`src/rtl/spi_if.sv`:
```
// SPI link and receive-side status bundle between the master-facing pins and the slave endpoint.
interface spi_if #(
  parameter int unsigned F_SIZE  = 8,
  parameter int unsigned FC_SIZE = 1
);
  logic               CS;
  logic               MOSI;
  logic               MISO;
  logic [F_SIZE-1:0]  tx_data_i;
  logic [F_SIZE-1:0]  rx_data_o;
  logic               rx_valid_o;
  logic               rx_toggle_o;
  logic [FC_SIZE-1:0] f_cnt_o;
  logic               done_o;
  logic               overrun_o;
  logic [1:0]         state_d;

  modport slave (
    input  CS, MOSI, tx_data_i,
    output MISO, rx_data_o, rx_valid_o, rx_toggle_o, f_cnt_o, done_o, overrun_o, state_d
  );

  modport master (
    output CS, MOSI, tx_data_i,
    input  MISO, rx_data_o, rx_valid_o, rx_toggle_o, f_cnt_o, done_o, overrun_o, state_d
  );
endinterface

```
`src/rtl/spi_slave.sv`:
```
// Mode-0 MSB-first SPI receive endpoint clocked by the master's SCLK; deserializes F_NUM frames
// per chip-select transaction while shifting a transmit word out on MISO.
module spi_slave #(
  parameter int unsigned F_NUM   = 1,
  parameter int unsigned F_SIZE  = 8,
  parameter int unsigned C_SIZE  = $clog2(F_SIZE) + 1,
  parameter int unsigned FC_SIZE = $clog2(F_NUM) + 1
) (
  input  logic     SCLK,
  input  logic     rst,
  spi_if.slave     bus
);

  typedef enum logic [1:0] {
    IDLE  = 2'd0,
    SHIFT = 2'd1,
    DONE  = 2'd2
  } state_e;

  state_e              fsm_q, fsm_d;
  logic [C_SIZE-1:0]   bit_cnt_q, bit_cnt_d;
  logic [FC_SIZE-1:0]  f_cnt_q, f_cnt_d;
  logic                done_q, done_d;
  logic                overrun_q, overrun_d;
  logic [F_SIZE-2:0]   shift_q, shift_d;
  logic [F_SIZE-1:0]   tx_shift_q, tx_shift_d;
  logic [F_SIZE-1:0]   rx_data_q, rx_data_d;
  logic                rx_valid_q, rx_valid_d;
  logic                rx_toggle_q, rx_toggle_d;
  logic                clr;

  // Transaction state is cleared by either reset or chip-select release.
  assign clr = rst | bus.CS;

  always_comb begin
    fsm_d       = fsm_q;
    bit_cnt_d   = bit_cnt_q;
    f_cnt_d     = f_cnt_q;
    done_d      = done_q;
    overrun_d   = overrun_q;
    shift_d     = shift_q;
    tx_shift_d  = tx_shift_q;
    rx_data_d   = rx_data_q;
    rx_valid_d  = rx_valid_q;
    rx_toggle_d = rx_toggle_q;

    unique case (fsm_q)
      IDLE, SHIFT: begin
        if (!bus.CS) begin
          if (fsm_q == IDLE || bit_cnt_q == '0) begin
            // First edge of a frame: capture the transmit word and drop valid.
            fsm_d      = SHIFT;
            shift_d    = (F_SIZE-1)'(bus.MOSI);
            bit_cnt_d  = C_SIZE'(1);
            tx_shift_d = bus.tx_data_i << 1;
            rx_valid_d = 1'b0;
          end else begin
            shift_d    = (F_SIZE-1)'({shift_q, bus.MOSI});
            tx_shift_d = tx_shift_q << 1;
            if (bit_cnt_q == C_SIZE'(F_SIZE-1)) begin
              rx_data_d   = {shift_q, bus.MOSI};
              rx_valid_d  = 1'b1;
              rx_toggle_d = ~rx_toggle_q;
              f_cnt_d     = f_cnt_q + FC_SIZE'(1);
              bit_cnt_d   = '0;
              if (f_cnt_d == FC_SIZE'(F_NUM)) begin
                done_d = 1'b1;
                fsm_d  = DONE;
              end
            end else begin
              bit_cnt_d = bit_cnt_q + C_SIZE'(1);
            end
          end
        end
      end
      DONE: begin
        overrun_d = 1'b1;
      end
      default: begin
        fsm_d = IDLE;
      end
    endcase
  end

  always_ff @(posedge SCLK or posedge clr) begin
    if (clr) begin
      fsm_q      <= IDLE;
      bit_cnt_q  <= '0;
      f_cnt_q    <= '0;
      done_q     <= 1'b0;
      overrun_q  <= 1'b0;
      shift_q    <= '0;
      tx_shift_q <= '0;
    end else begin
      fsm_q      <= fsm_d;
      bit_cnt_q  <= bit_cnt_d;
      f_cnt_q    <= f_cnt_d;
      done_q     <= done_d;
      overrun_q  <= overrun_d;
      shift_q    <= shift_d;
      tx_shift_q <= tx_shift_d;
    end
  end

  // Received word and its handshake survive CS release; only reset clears them.
  always_ff @(posedge SCLK or posedge rst) begin
    if (rst) begin
      rx_data_q   <= '0;
      rx_valid_q  <= 1'b0;
      rx_toggle_q <= 1'b0;
    end else begin
      rx_data_q   <= rx_data_d;
      rx_valid_q  <= rx_valid_d;
      rx_toggle_q <= rx_toggle_d;
    end
  end

  assign bus.MISO = (bus.CS || fsm_q == DONE) ? 1'b0 :
                    (bit_cnt_q == '0)         ? bus.tx_data_i[F_SIZE-1] :
                                                tx_shift_q[F_SIZE-1];

  assign bus.rx_data_o   = rx_data_q;
  assign bus.rx_valid_o  = rx_valid_q;
  assign bus.rx_toggle_o = rx_toggle_q;
  assign bus.f_cnt_o     = f_cnt_q;
  assign bus.done_o      = done_q;
  assign bus.overrun_o   = overrun_q;
  assign bus.state_d     = fsm_q;

endmodule

```
`src/flat_wrapper.sv`:
```
// flat-port wrapper written by rule: the top's interface ports become plain ports
module spi_slave_flat 
#(
  parameter int unsigned F_NUM   = 1,
  parameter int unsigned F_SIZE  = 8,
  parameter int unsigned C_SIZE  = $clog2(F_SIZE) + 1,
  parameter int unsigned FC_SIZE = $clog2(F_NUM) + 1
)
  (SCLK, rst, bus_CS, bus_MOSI, bus_tx_data_i, bus_MISO, bus_rx_data_o, bus_rx_valid_o, bus_rx_toggle_o, bus_f_cnt_o, bus_done_o, bus_overrun_o, bus_state_d);
  spi_if #(.F_SIZE(F_SIZE), .FC_SIZE(FC_SIZE)) bus_i ();
  input  logic SCLK;
  input  logic rst;
  input wire logic [$bits(bus_i.CS)-1:0] bus_CS;
  input wire logic [$bits(bus_i.MOSI)-1:0] bus_MOSI;
  input wire logic [$bits(bus_i.tx_data_i)-1:0] bus_tx_data_i;
  output wire logic [$bits(bus_i.MISO)-1:0] bus_MISO;
  output wire logic [$bits(bus_i.rx_data_o)-1:0] bus_rx_data_o;
  output wire logic [$bits(bus_i.rx_valid_o)-1:0] bus_rx_valid_o;
  output wire logic [$bits(bus_i.rx_toggle_o)-1:0] bus_rx_toggle_o;
  output wire logic [$bits(bus_i.f_cnt_o)-1:0] bus_f_cnt_o;
  output wire logic [$bits(bus_i.done_o)-1:0] bus_done_o;
  output wire logic [$bits(bus_i.overrun_o)-1:0] bus_overrun_o;
  output wire logic [$bits(bus_i.state_d)-1:0] bus_state_d;
  assign bus_i.CS = bus_CS;
  assign bus_i.MOSI = bus_MOSI;
  assign bus_i.tx_data_i = bus_tx_data_i;
  assign bus_MISO = bus_i.MISO;
  assign bus_rx_data_o = bus_i.rx_data_o;
  assign bus_rx_valid_o = bus_i.rx_valid_o;
  assign bus_rx_toggle_o = bus_i.rx_toggle_o;
  assign bus_f_cnt_o = bus_i.f_cnt_o;
  assign bus_done_o = bus_i.done_o;
  assign bus_overrun_o = bus_i.overrun_o;
  assign bus_state_d = bus_i.state_d;
  spi_slave #(.F_NUM(F_NUM), .F_SIZE(F_SIZE), .C_SIZE(C_SIZE), .FC_SIZE(FC_SIZE)) u_core (.SCLK(SCLK), .rst(rst), .bus(bus_i));
endmodule
```
`config.mk`:
```
export PLATFORM = sky130hd
export DESIGN_NAME = spi_slave_flat
export DESIGN_NICKNAME = d
export VERILOG_FILES = /design/src/rtl/spi_if.sv /design/src/rtl/spi_slave.sv /design/src/flat_wrapper.sv
export SDC_FILE = /design/constraint.sdc
export NUM_CORES = 1
export LEC_CHECK = 0
export BUFFER_PORTS_ARGS = -buffer_cell sky130_fd_sc_hd__buf_2
export CAP_MARGIN = 15
export CORE_MARGIN = 1
export CORE_UTILIZATION = 51
export CTS_BUF_LIST = sky130_fd_sc_hd__clkbuf_4
export CTS_CLUSTER_SIZE = 25
export DETAILED_ROUTE_END_ITERATION = 16
export PLACE_DENSITY = 0.88
export SETUP_SLACK_MARGIN = 0.3
export SLEW_MARGIN = 10
export SYNTH_ARGS = -nofsm -noshare
export SYNTH_HDL_FRONTEND = slang
export SYNTH_SLANG_ARGS = --single-unit
export TNS_END_PERCENT = 10
```
`constraint.sdc`:
```
create_clock -name SCLK -period 1.7 [get_ports SCLK]
set_input_delay 0.34 -clock SCLK [delete_from_list [all_inputs] [get_ports SCLK]]
set_output_delay 0.34 -clock SCLK [all_outputs]
set_load 0.02 [all_outputs]
```
# After elaboration in Yosys (flattened, before gate mapping)
# Cells that the tools add are included.
# op_classes
add_sub_neg,2
n_eq_ne,6
n_mux,13
n_bitwise,5
n_reduce_logical,11
# ops
cell,count
2-bit two-way mux,4
4-bit two-way mux,2
8-bit two-way mux,1
4-bit AND reduction,2
7-bit two-way mux,1
3-bit by 1-bit != test with 1-bit output (second input constant),2
5-bit AND reduction,1
4-bit by 1-bit adder with 4-bit output (second input constant),1
4-bit by 3-bit equality test with 1-bit output (second input constant),1
4-bit logical NOT,1
1-bit two-way mux,4
1-bit NOT,4
2-bit case mux with 2 select lines,1
3-bit AND reduction,1
2-bit by 1-bit equality test with 1-bit output (second input constant),1
2-bit equality test (second input constant),1
2-bit logical NOT,1
1-bit logical OR,2
2-bit != test (second input constant),1
2-bit AND reduction,1
2-bit nonzero test,1
2-bit OR reduction,1
1-bit adder (second input constant),1
1-bit bitwise OR,1
# totals
regBits,34
input_bits,12

# Longest topological paths before layout
# Gate-level depths: netlist of the first run.
# depth
depth_word,6
ltp_mapped,6

# Worst setup path after synthesis of the first run
# No wires, ideal clock.
# synth_path
path_kind,reg-to-output
startpoint,register u_core.bit_cnt_q[0]
endpoint,output port bus_MISO
t_arrival_ps,1653
path_slack_ps,-293
path_stages_with_launch,6
path_cell_list,dfrtp_1 -> inv_1 -> ha_1 -> or3b_1 -> mux2i_1 -> nor3b_1
# synth_via
elab_chain_len,3
# synth_rtl
element,line,source
from (decl),spi_slave.sv:21,"logic [C_SIZE-1:0] bit_cnt_q, bit_cnt_d;"
from (signal assigned),spi_slave.sv:96,bit_cnt_q <= bit_cnt_d;
4-bit logical NOT,spi_slave.sv:119,(bit_cnt_q == '0) ? bus.tx_data_i[F_SIZE-1] :
1-bit two-way mux,spi_slave.sv:119,
1-bit two-way mux,spi_slave.sv:118,assign bus.MISO = (bus.CS || fsm_q == DONE) ? 1'b0 :
to (decl),flat_wrapper.sv:16,output wire logic [$bits(bus_i.MISO)-1:0] bus_MISO;
# Every way passes these cells.

# Worst setup path in the final report of the first run
# Ends and elaborated chain as after synthesis.

==> results.md, run 1 <==
- Final net count: 168
- Critical path data required time: approximately 1.4 ns
- CP Launch Type: flop
- Hold buffer count at CTS: 0
- Clock transition at path regs: ~0.11 ns
- Fraction of layout cells with a size suffix above 1: between 50% and 60%
- Seq cells post-synth: 33
- First-pass GRT wire length: about 5500 um
- Initial antenna violation count: 0
- Post-route ant nets: 0
- Slowest Stage Delay on Critical Path: 0.43 ns
- Port Buf Inserts: 27
- Hold Path Class: in -> async
- DRC: 0
- Yosys cell types: 31
- Worst-path fanout max: 2
- Yosys warns: 0
- Crit Path Class: reg -> out
- Post-DR wirelength/cell: approximately 20 um
- Arr. time, crit path: 1.90 ns
- Gr ovfl total: 0
- Setup repair after global routing missed its margin: true
- Routed vias: around 1,100
- Sinks on the clock net: 33
- Die X: roughly 55 um
- Vias in the first global route: ~1,200
- PD cells: around 1600 nW/um^2
- Total Power: 3.017 mW
- Pin count of the biggest net entering global routing: 13
- Die Ht: roughly 55 um
- Final Hold Fails: 3
- Final WL: roughly 3800 um
- RD Place Congestion: slightly above 0.8
- Post-synthesis instance area: ~1500 sq um
- Area Overhead vs Synth: 32.84%
- CTS Buf Count: 5
- Root buf cell: clkbuf_4
- Max Cap Violations: 0
- Slew Viols, Final: 0
- Core Rows: 18
- Endpoint class of the critical path: output port
- Drt first pass iters: 4
- Worst Skew: approximately 0.017 ns
- Max frequency: between 0.4 and 0.5 GHz
- Via density: between 6 and 7
- Initial Utilization: 56.04%
- Core Region: around 2600 sq um
- Hold Slack: -0.008144 ns
- TritonCTS clock tree: built
- Post-synthesis cell count: 108
- Detailed placement HPWL: 2101 um
- Aggregate global-route resource usage: a little under a quarter
- Dpl cells: about 170
- Final setup margin: -0.5408 ns
- Failing checks: hold timing, setup timing
- ANT cells: 0
- Filler cells: ~160
- Outcome: complete, but fails checks
- Syn_area_per_cell: 13.44 sq um
- Total I/O pin count: 28
- Most frequent cells in the layout: dfrtp_1 (31), buf_2 (26), mux2_4 (14), buf_4 (14), a22o_1 (8)
- Leak Pwr: just under 1 nW
- Worst slew margin: 72.44%
- Commonest non-fill, non-tap cell in the layout: dfrtp_1
- Dpl ws: -0.08021 ns
- Syn_nets: about 120
- Fin crit period: 2.241 ns
- Clock insertion delay at the later pin of the skew report: about 0.35 ns
- CP max-delay cell: dfrtp_1
- Die Area: around 3000 sq um
- Worst vdd ir: around 1.3 mV
- Period utilisation layout: 131.8%
- Final setup fails: 26
- Fin cells: about 190
- Seq/Total Area, Yosys: between 50% and 60%
- Cells along the critical path: inv_2, ha_4, or3b_4, mux2i_2, nor3b_2, buf_4
- Least-Margin Pin Slew: between 0.4 and 0.5 ns
- Htree depth: 2
- CTS Buffer Depth: 2
- Initial drt markers: 75
==> stage by stage <==
stage	setup TNS, ns	utilization [%]	cell area, sq um
detailed placement	-0.2861	65.85	1705
finish	-4.417	74.44	1928
global route	-5.269	74.44	1928
CTS	-1.224	72.17	1869
floorplan	-0.1031	-	1468
global placement	-0.04481	65.85	1705
==> final timing paths <==
path / start / endpoint / slack [ns] / depth (start not counted)
setup / recovery: u_core.bit_cnt_q[0] / bus_MISO / -0.54 / 6
hold / removal: rst / u_core.bus.rx_data_o[5] / -0.008 / 2
setup reg to reg: u_core.bit_cnt_q[0] / u_core.tx_shift_q[7] / -0.31 / 8
hold reg to reg: u_core.bus.overrun_o / u_core.bus.overrun_o / 0.48 / 1
max in group asynchronous: bus_CS / u_core.bit_cnt_q[1] / 1.24 / 4
min in group SCLK: bus_MOSI / u_core.shift_q[0] / 0.22 / 3
==> routing by layer <==
layer / wire length, um / share of wire, % / vias up / global-route usage (%)
li1: - / - / 477 / -
met1: 1486 / 39 / 561 / 28.46
met2: 1858 / 49 / 63 / 37.01
met3: 216 / 5.7 / 23 / 6.089
met4: 202 / 5.4 / 0 / 17.14
met5: 0 / 0 / - / 0
==> logic make-up after synthesis <==
family                     count (synthesis)  synth area share (%)
DFF                                       33                 56.90
and+or+nand+nor                           24                 10.00
muxes                                     22                 18.53
AOI/OAI and AO/OA                         17                 8.880
buffers and inverters                      8                 2.759
xor gates and xnor gates                   2                 1.207
adders and majority gates                  2                 1.724
==> synth_stat cells <==
master | count | area, sq um
mux2_2 | 15 | 168.9
a31o_2 | 1 | 8.760
and3b_1 | 1 | 8.760
clkbuf_1 | 2 | 7.510
or2_4 | 1 | 8.760
nand2b_1 | 3 | 18.77
nor4_1 | 1 | 6.260
a311oi_1 | 1 | 8.760
o21bai_1 | 1 | 7.510
a21oi_1 | 2 | 10.01
mux2_4 | 6 | 90.09
nand3_2 | 1 | 10.01
nor2_1 | 4 | 15.01
nand3_1 | 2 | 10.01
a22o_1 | 8 | 70.07
and2_1 | 1 | 6.260
nand2_1 | 4 | 15.01
or3_4 | 1 | 11.26
or3b_1 | 1 | 8.760
buf_2 | 2 | 10.01
nor2b_1 | 2 | 12.51
nor3b_1 | 1 | 7.510
mux2i_1 | 1 | 10.01
o21ai_0 | 3 | 15.01
inv_1 | 3 | 11.26
dfrtp_1 | 33 | 825.8
ha_1 | 2 | 25.02
xnor2_1 | 2 | 17.52
buf_6 | 1 | 11.26
a2bb2oi_1 | 1 | 8.760
and3_1 | 1 | 6.260
==> final cells by class <==
cell class	instances	area [sq um]	area share [%]
Clock inverter	2	33.78	1.752
Sequential cell	33	828.3	42.96
Inverter	3	11.26	0.5840
Clock buffer	6	45.04	2.336
Tap cell	30	37.54	1.947
Multi-Input combinational cell	67	691.9	35.89
Timing Repair Buffer	44	280.3	14.54
==> critical path: cells and delay by family, from the launching register on <==
| family | cells | cell delay (ns) |
|---|---|---|
| adders and majority gates | 1 | 0.13 |
| and+or+nand+nor | 2 | 0.57 |
| DFF | 1 | 0.43 |
| muxes | 1 | 0.17 |
| buffers and inverters | 2 | 0.26 |
==> where the power goes <==
part | internal [mW] | switching (mW)
combinational | 0.629 | 0.567
clock | 0.322 | 0.271
sequential | 1.03 | 0.200
==> sequential cells by signal, indices dropped and copies added, names as in the netlist <==
name                    count
u_core.bus.done_o           1
u_core.bus.f_cnt_o          1
u_core.bus.rx_data_o        8
u_core.bus.rx_toggle_o      1
u_core.tx_shift_q           7
u_core.bus.rx_valid_o       1
u_core.bus.state_d          2
u_core.shift_q              7
u_core.bit_cnt_q            4
u_core.bus.overrun_o        1
==> what timing repair did <==
action,4_1_cts,5_1_grt
pin swaps,9,6
endpoints found under the setup margin,32,33
gates resized for setup,18,12
setup buffers,1,3
No activity file was read; power rests on OpenSTA's default activity.
==> inputs of run 2 (changes only) <==
RECOVER_POWER = 50   (was not set)
==> run 2 against run 1 <==
  * The flow still finishes with violations (hold timing, setup timing)
  * Critical endpoint unchanged
  * Register-to-register slack about the same
  * Clock skew fell by 0.0020 ns
  * Sequential share of layout area up 0.28 points
  * First-iteration DRC count rose by 9.3%
  * Final area is 0.65% lower
  * Highest routed layer unchanged
  * Clock power about the same
  * Hold slack lost 0.0080 ns
  * Maximum frequency about the same
  * Total power fell by 0.22%
  * Sequential cell count unchanged
  * Non-clock buffer count is the same
  * Global-route usage unchanged
==> results.md, run 2 (synthesized netlist as in run 1, its figures left out) <==
- Setup TNS Final: -4.385 ns (+0.03195 ns)
- Sinks on the clock net: 33 (unchanged)
- Clock share of power: 19.6% (about the same)
- GR Layer Usage met1: 28.46% (unchanged)
- Pin count of the biggest net entering global routing: 13 (unchanged)
- Internal Pwr Total: 1.976 mW (-0.20%)
- First-pass GRT wire length: 5464 um (unchanged)
- Drt first pass iters: 4 (unchanged)
- Core Region: 2590 sq um (unchanged)
- Setup repair after global routing missed its margin: true
- Via density: 6.168 (+1.5%)
- Max frequency: 0.4465 GHz (about the same)
- Die Area: 3063 sq um (unchanged)
- Slew Viols, Final: 0 (unchanged)
- Gr ovfl total: 0 (unchanged)
- Max reg flops: 8 (unchanged)
- Initial Utilization: 56.04% (unchanged)
- PD cells: 1572 nW/um^2 (+0.44%)
- Worst Skew: 0.01525 ns (-0.001967 ns)
- Area Overhead vs Synth: 31.98%
- Least-Margin Pin Slew: 0.6838 ns (+0.2709 ns)
- Outcome: complete, but fails checks
- DRC: 0 (unchanged)
- Root buf cell: clkbuf_4
- Max Cap Violations: 0 (unchanged)
- Hold Path Class: in -> async
- Die X: 55.35 um (unchanged)
- Die Ht: 55.35 um (unchanged)
- Combinational Power Share: 39.6% (about the same)
- TritonCTS clock tree: built
- Final setup fails: 24 (-7.7%)
- Initial antenna violation count: 0 (unchanged)
- Crit Path Class: reg -> out
- Vias in the first global route: 1,165 (unchanged)
- Htree depth: 2 (unchanged)
- Worst vdd ir: 1.251 mV (-0.81%)
- Routed vias: 1,141 (+1.5%)
- Net Sw Power: 1.035 mW (-0.24%)
- Failing checks: hold timing, setup timing
- ANT cells: 0 (unchanged)
- Endpoint class of the critical path: output port
- Port Buf Inserts: 27 (unchanged)
- CP Launch Type: flop
- Post-DR wirelength/cell: 20.46 um (+0.56%)
- Core Rows: 18 (unchanged)
- Sequential power share: 40.8% (about the same)
- Commonest non-fill, non-tap cell in the layout: dfrtp_1
- Post-route ant nets: 0 (unchanged)
- Footprint of the multi-input gates: 689.4 sq um (-0.36%)
- Arr. time, crit path: 1.90 ns (about the same)
- Total I/O pin count: 28 (unchanged)
- Reg area: 828.3 sq um (unchanged)
- Final Hold Fails: 10 (+7)
- Grt met2 use: 37.01% (unchanged)
- Hold Slack: -0.01617 ns (-0.008021 ns)
- Aggregate global-route resource usage: 23.74% (unchanged)
- Dpl ws: -0.08021 ns (unchanged)
- Final setup margin: -0.5396 ns (+0.001159 ns)
- Clock insertion delay at the later pin of the skew report: 0.34 ns (about the same)
- CTS Buffer Depth: 2 (unchanged)
- Most frequent cells in the layout: dfrtp_1 (31), buf_2 (24), mux2_4 (14)
- Clock transition at path regs: 0.11 ns (about the same)
- CTS Buf Count: 5 (unchanged)
- Period utilisation layout: 131.7% (about the same)
- Leak Pwr: 0.9801 nW (-1.3%)
- Fraction of layout cells with a size suffix above 1: 56.13% (-3.2 points)
- Initial drt markers: 82 (+9.3%)
- Final net count: 168 (unchanged)
- Worst-path fanout max: 2 (unchanged)
- Critical path data required time: 1.36 ns (about the same)
- Detailed placement HPWL: 2101 um (unchanged)
- Grt peak-use layer: met2
- Sw Share: 34.37% (about the same)
- Fin crit period: 2.240 ns (-0.001159 ns)
- Worst slew margin: 54.41% (-18 points)
- Filler cells: 161 (+3.9%)
- Final WL: 3785 um (+0.56%)
- RD Place Congestion: 0.8261 (unchanged)
- Grt met3 use: 6.089% (unchanged)
[run 2: cell count changes in the layout (fill, tap and decap cells not counted), sizes merged]
cell	previous run	this run
buf	44	40
clkbuf	6	10
[run 2: power by group through the flow]
stage                     combinational [mW]  sequential, mW  clock (mW)
after floorplan                        0.452            1.33           0
after global placement                 0.901            1.18           0
after detailed placement               0.945            1.20           0
after CTS                               1.05            1.20       0.592
after global routing                    1.26            1.25       0.634
final                                   1.19            1.23       0.591
[run 2: layout make-up]
cell class,instances,share of cell area (%)
multi-input combinational,67,35.99
sequential,33,43.24
tap,30,1.960
clock buffer,6,2.351
clock inverter,2,1.764
inverter,3,0.5879
timing repair buffer,44,14.11
[run 2: repair_timing]
item,CTS,global route
hold endpoints to repair,0,0
resized for setup,18,12
buffers inserted,1,3
endpoints found under the setup margin,32,33
hold buffers,0,0
pin swaps,9,6
[run 2: final timing paths]
kind,slack [ns],endpoint,startpoint,depth (start not counted)
min in group SCLK,0.22,u_core.shift_q[0],bus_MOSI,3
setup reg to reg,-0.31,u_core.tx_shift_q[7],u_core.bit_cnt_q[0],8
hold / removal,-0.02,u_core.bus.rx_data_o[5],rst,2
max in group asynchronous,0.68,u_core.bus.state_d[0],bus_CS,4
hold reg to reg,0.48,u_core.bus.overrun_o,u_core.bus.overrun_o,1
setup / recovery,-0.54,bus_MISO,u_core.bit_cnt_q[0],6
[run 2: critical path, cell delays in order, from the launching register on]
cell	delay (ns)
dfrtp_1	0.43
inv_2	0.10
ha_4	0.13
or3b_4	0.39
mux2i_2	0.17
nor3b_2	0.18
buf_4	0.16
[run 2: layer usage]
layer  wire [um]  vias up
met4         195        0
met3         234       24
met1        1473      574
li1            -      475
met5           0        -
met2        1882       68
[run 2: through the flow]
step	power, mW	std cells	hold WS [ns]	utilization (%)	cell area, sq um
after global placement	2.084	173	0.3637	65.85	1705
after floorplan	1.782	108	0.1802	-	1468
after detailed placement	2.145	173	0.3746	65.85	1705
after CTS	2.839	182	0.002026	72.17	1869
final	3.011	185	-0.01617	73.96	1916
after global routing	3.140	185	0.005527	73.96	1916
==> inputs of run 3 (changes only) <==
CORE_UTILIZATION = 48   (was 51)
CTS_BUF_LIST = not set   (was sky130_fd_sc_hd__clkbuf_4)
PLACE_DENSITY = 0.85   (was 0.88)
==> run 3 against run 2 <==
  * The flow finishes with violations (DRC, hold timing, setup timing)
  * Final cell count down 0.54%
  * Worst setup slack better by 0.14 ns
  * Clock skew down 0.0061 ns
  * Final area shrank 2.3%
  * Via count is 11% lower
  * Register-to-register slack improved by 0.09 ns
  * Total power is 9.8% lower
  * Largest cell class unchanged
  * Largest power group unchanged
  * Highest routed layer unchanged
==> results.md, run 3 (synthesized netlist as in run 1, its figures left out) <==
- Sw Share: 33.97% (-0.40 points)
- Fin crit period: 2.099 ns (-0.1401 ns)
- Least-Margin Pin Slew: 0.9087 ns (+0.2249 ns)
- Period utilisation layout: 123.5% (-8.2 points)
- Root buf cell: clkbuf_4
- ANT cells: 0 (unchanged)
- Arr. time, crit path: 1.76 ns (-0.14 ns)
- DRC: 4 (+4)
- Post-route ant nets: 0 (unchanged)
- Core Rows: 19 (+1)
- Total I/O pin count: 28 (unchanged)
- Failing checks: DRC, hold timing, setup timing
- Htree depth: 2 (unchanged)
- Worst vdd ir: 0.8221 mV (-34%)
- Area Overhead vs Synth: 28.97%
- Hold Slack: -0.008676 ns (+0.007490 ns)
- Die Area: 3248 sq um (+6.0%)
- Combinational Power Share: 41.0% (+1.4 points)
- Internal Pwr Total: 1.794 mW (-9.2%)
- CTS Buffer Depth: 2 (unchanged)
- CTS Buf Count: 5 (unchanged)
- Core Region: 2805 sq um (+8.3%)
- Outcome: complete, but fails checks
- Detailed placement HPWL: 2098 um (-0.14%)
- Setup repair after global routing missed its margin: true
- Final net count: 166 (-1.2%)
- CP Launch Type: flop
- Max Cap Violations: 0 (unchanged)
- Hold Path Class: in -> async
- Endpoint class of the critical path: output port
- Commonest non-fill, non-tap cell in the layout: dfrtp_1
- Drt first pass iters: 10 (+6)
- Leak Pwr: 0.9702 nW (-1.0%)
- PD cells: 1451 nW/um^2 (-7.7%)
- Clock insertion delay at the later pin of the skew report: 0.33 ns (about the same)
- Most frequent cells in the layout: dfrtp_1 (31), buf_2 (25), mux2_4 (13)
- Crit Path Class: reg -> out
- Initial Utilization: 51.74% (-4.3 points)
- Worst-path fanout max: 2 (unchanged)
- Sinks on the clock net: 33 (unchanged)
- Fraction of layout cells with a size suffix above 1: 53.59% (-2.5 points)
- TritonCTS clock tree: built
- Setup TNS Final: -2.446 ns (+1.939 ns)
- Sequential power share: 44.2% (+3.4 points)
- Max frequency: 0.4763 GHz (+6.7%)
- Slew Viols, Final: 0 (unchanged)
- First-pass GRT wire length: 5099 um (-6.7%)
- Die X: 56.99 um (+3.0%)
- RD Place Congestion: 0.7795 (-5.6%)
- Max reg flops: 8 (unchanged)
- Final setup fails: 16 (-33%)
- Routed vias: 1,011 (-11%)
- Final WL: 3054 um (-19%)
- Hold buffer count at CTS: 0 (unchanged)
- Gr ovfl total: 0 (unchanged)
- Initial antenna violation count: 0 (unchanged)
- Vias in the first global route: 1,049 (-10%)
- Clock share of power: 14.8% (-4.8 points)
- Worst slew margin: 39.42% (-15 points)
- Worst Skew: 0.009176 ns (-0.006075 ns)
- Via density: 5.495 (-11%)
- Pin count of the biggest net entering global routing: 18 (+5)
- Post-DR wirelength/cell: 16.60 um (-19%)
- Critical path data required time: 1.36 ns (about the same)
- Aggregate global-route resource usage: 21.62% (-2.1 points)
- Port Buf Inserts: 27 (unchanged)
- Initial drt markers: 11 (-87%)
- Final setup margin: -0.3995 ns (+0.1401 ns)
- Clock transition at path regs: 0.10 ns (about the same)
- Final Hold Fails: 5 (-5)
- Die Ht: 56.99 um (+3.0%)
- Net Sw Power: 0.9228 mW (-11%)
-- run 3: area by class of cell --
class	count	area, sq um
Clock buffer	8	48.80
Fill cell	224	933.4
Inverter	3	11.26
Multi-Input combinational cell	67	684.4
Sequential cell	33	828.3
Tap cell	31	38.79
Timing Repair Buffer	42	260.3
-- run 3: final timing paths --
check	start	end	slack (ns)	depth (start not counted)
hold / removal	rst	u_core.bus.rx_data_o[1]	-0.009	2
max in group asynchronous	bus_CS	u_core.bus.state_d[1]	0.30	3
hold reg to reg	u_core.bus.done_o	u_core.bus.done_o	0.49	1
setup / recovery	u_core.bit_cnt_q[0]	bus_MISO	-0.40	6
min in group SCLK	bus_MOSI	u_core.shift_q[0]	0.21	3
setup reg to reg	u_core.bit_cnt_q[0]	u_core.tx_shift_q[4]	-0.22	8
-- run 3: worst max-delay path, cell delays in order (launching register included) --
cell and delay, ns:
dfrtp_1 0.39, inv_2 0.06, ha_1 0.12, or3b_4 0.38, mux2i_1 0.14, nor3b_2 0.17, buf_4 0.17
-- run 3: what timing repair did --
item / CTS / global route
endpoints found under the setup margin: 30 / 33
setup buffers: 5 / 1
pin swaps: 8 / 5
gates resized for setup: 20 / 6
-- run 3: through the flow --
| step | setup slack (ns) | total power, mW | cell area, sq um | util [%] | std cells |
|---|---|---|---|---|---|
| after floorplan | -0.1031 | 1.782 | 1468 | - | 108 |
| after global placement | -0.07195 | 2.060 | 1689 | 60.21 | 170 |
| after detailed placement | -0.1314 | 2.122 | 1689 | 60.21 | 170 |
| after CTS | -0.4281 | 2.679 | 1866 | 66.50 | 183 |
| after global routing | -0.4832 | 2.877 | 1872 | 66.73 | 184 |
| final | -0.3995 | 2.717 | 1872 | 66.73 | 184 |
-- run 3: power groups by stage --
stage | Clock, mW | Sequential (mW) | Combinational, mW
floorplan | 0 | 1.33 | 0.452
global placement | 0 | 1.18 | 0.876
detailed placement | 0 | 1.20 | 0.919
CTS | 0.416 | 1.20 | 1.06
global route | 0.445 | 1.23 | 1.20
finish | 0.403 | 1.20 | 1.11
-- run 3: layer usage --
metal | global-route usage [%] | vias up | share of wire, %
li1 | - | 472 | -
met1 | 24.74 | 493 | 41
met2 | 36.97 | 34 | 52
met3 | 5.669 | 12 | 3.5
met4 | 11.85 | 0 | 3.4
met5 | 0 | - | 0
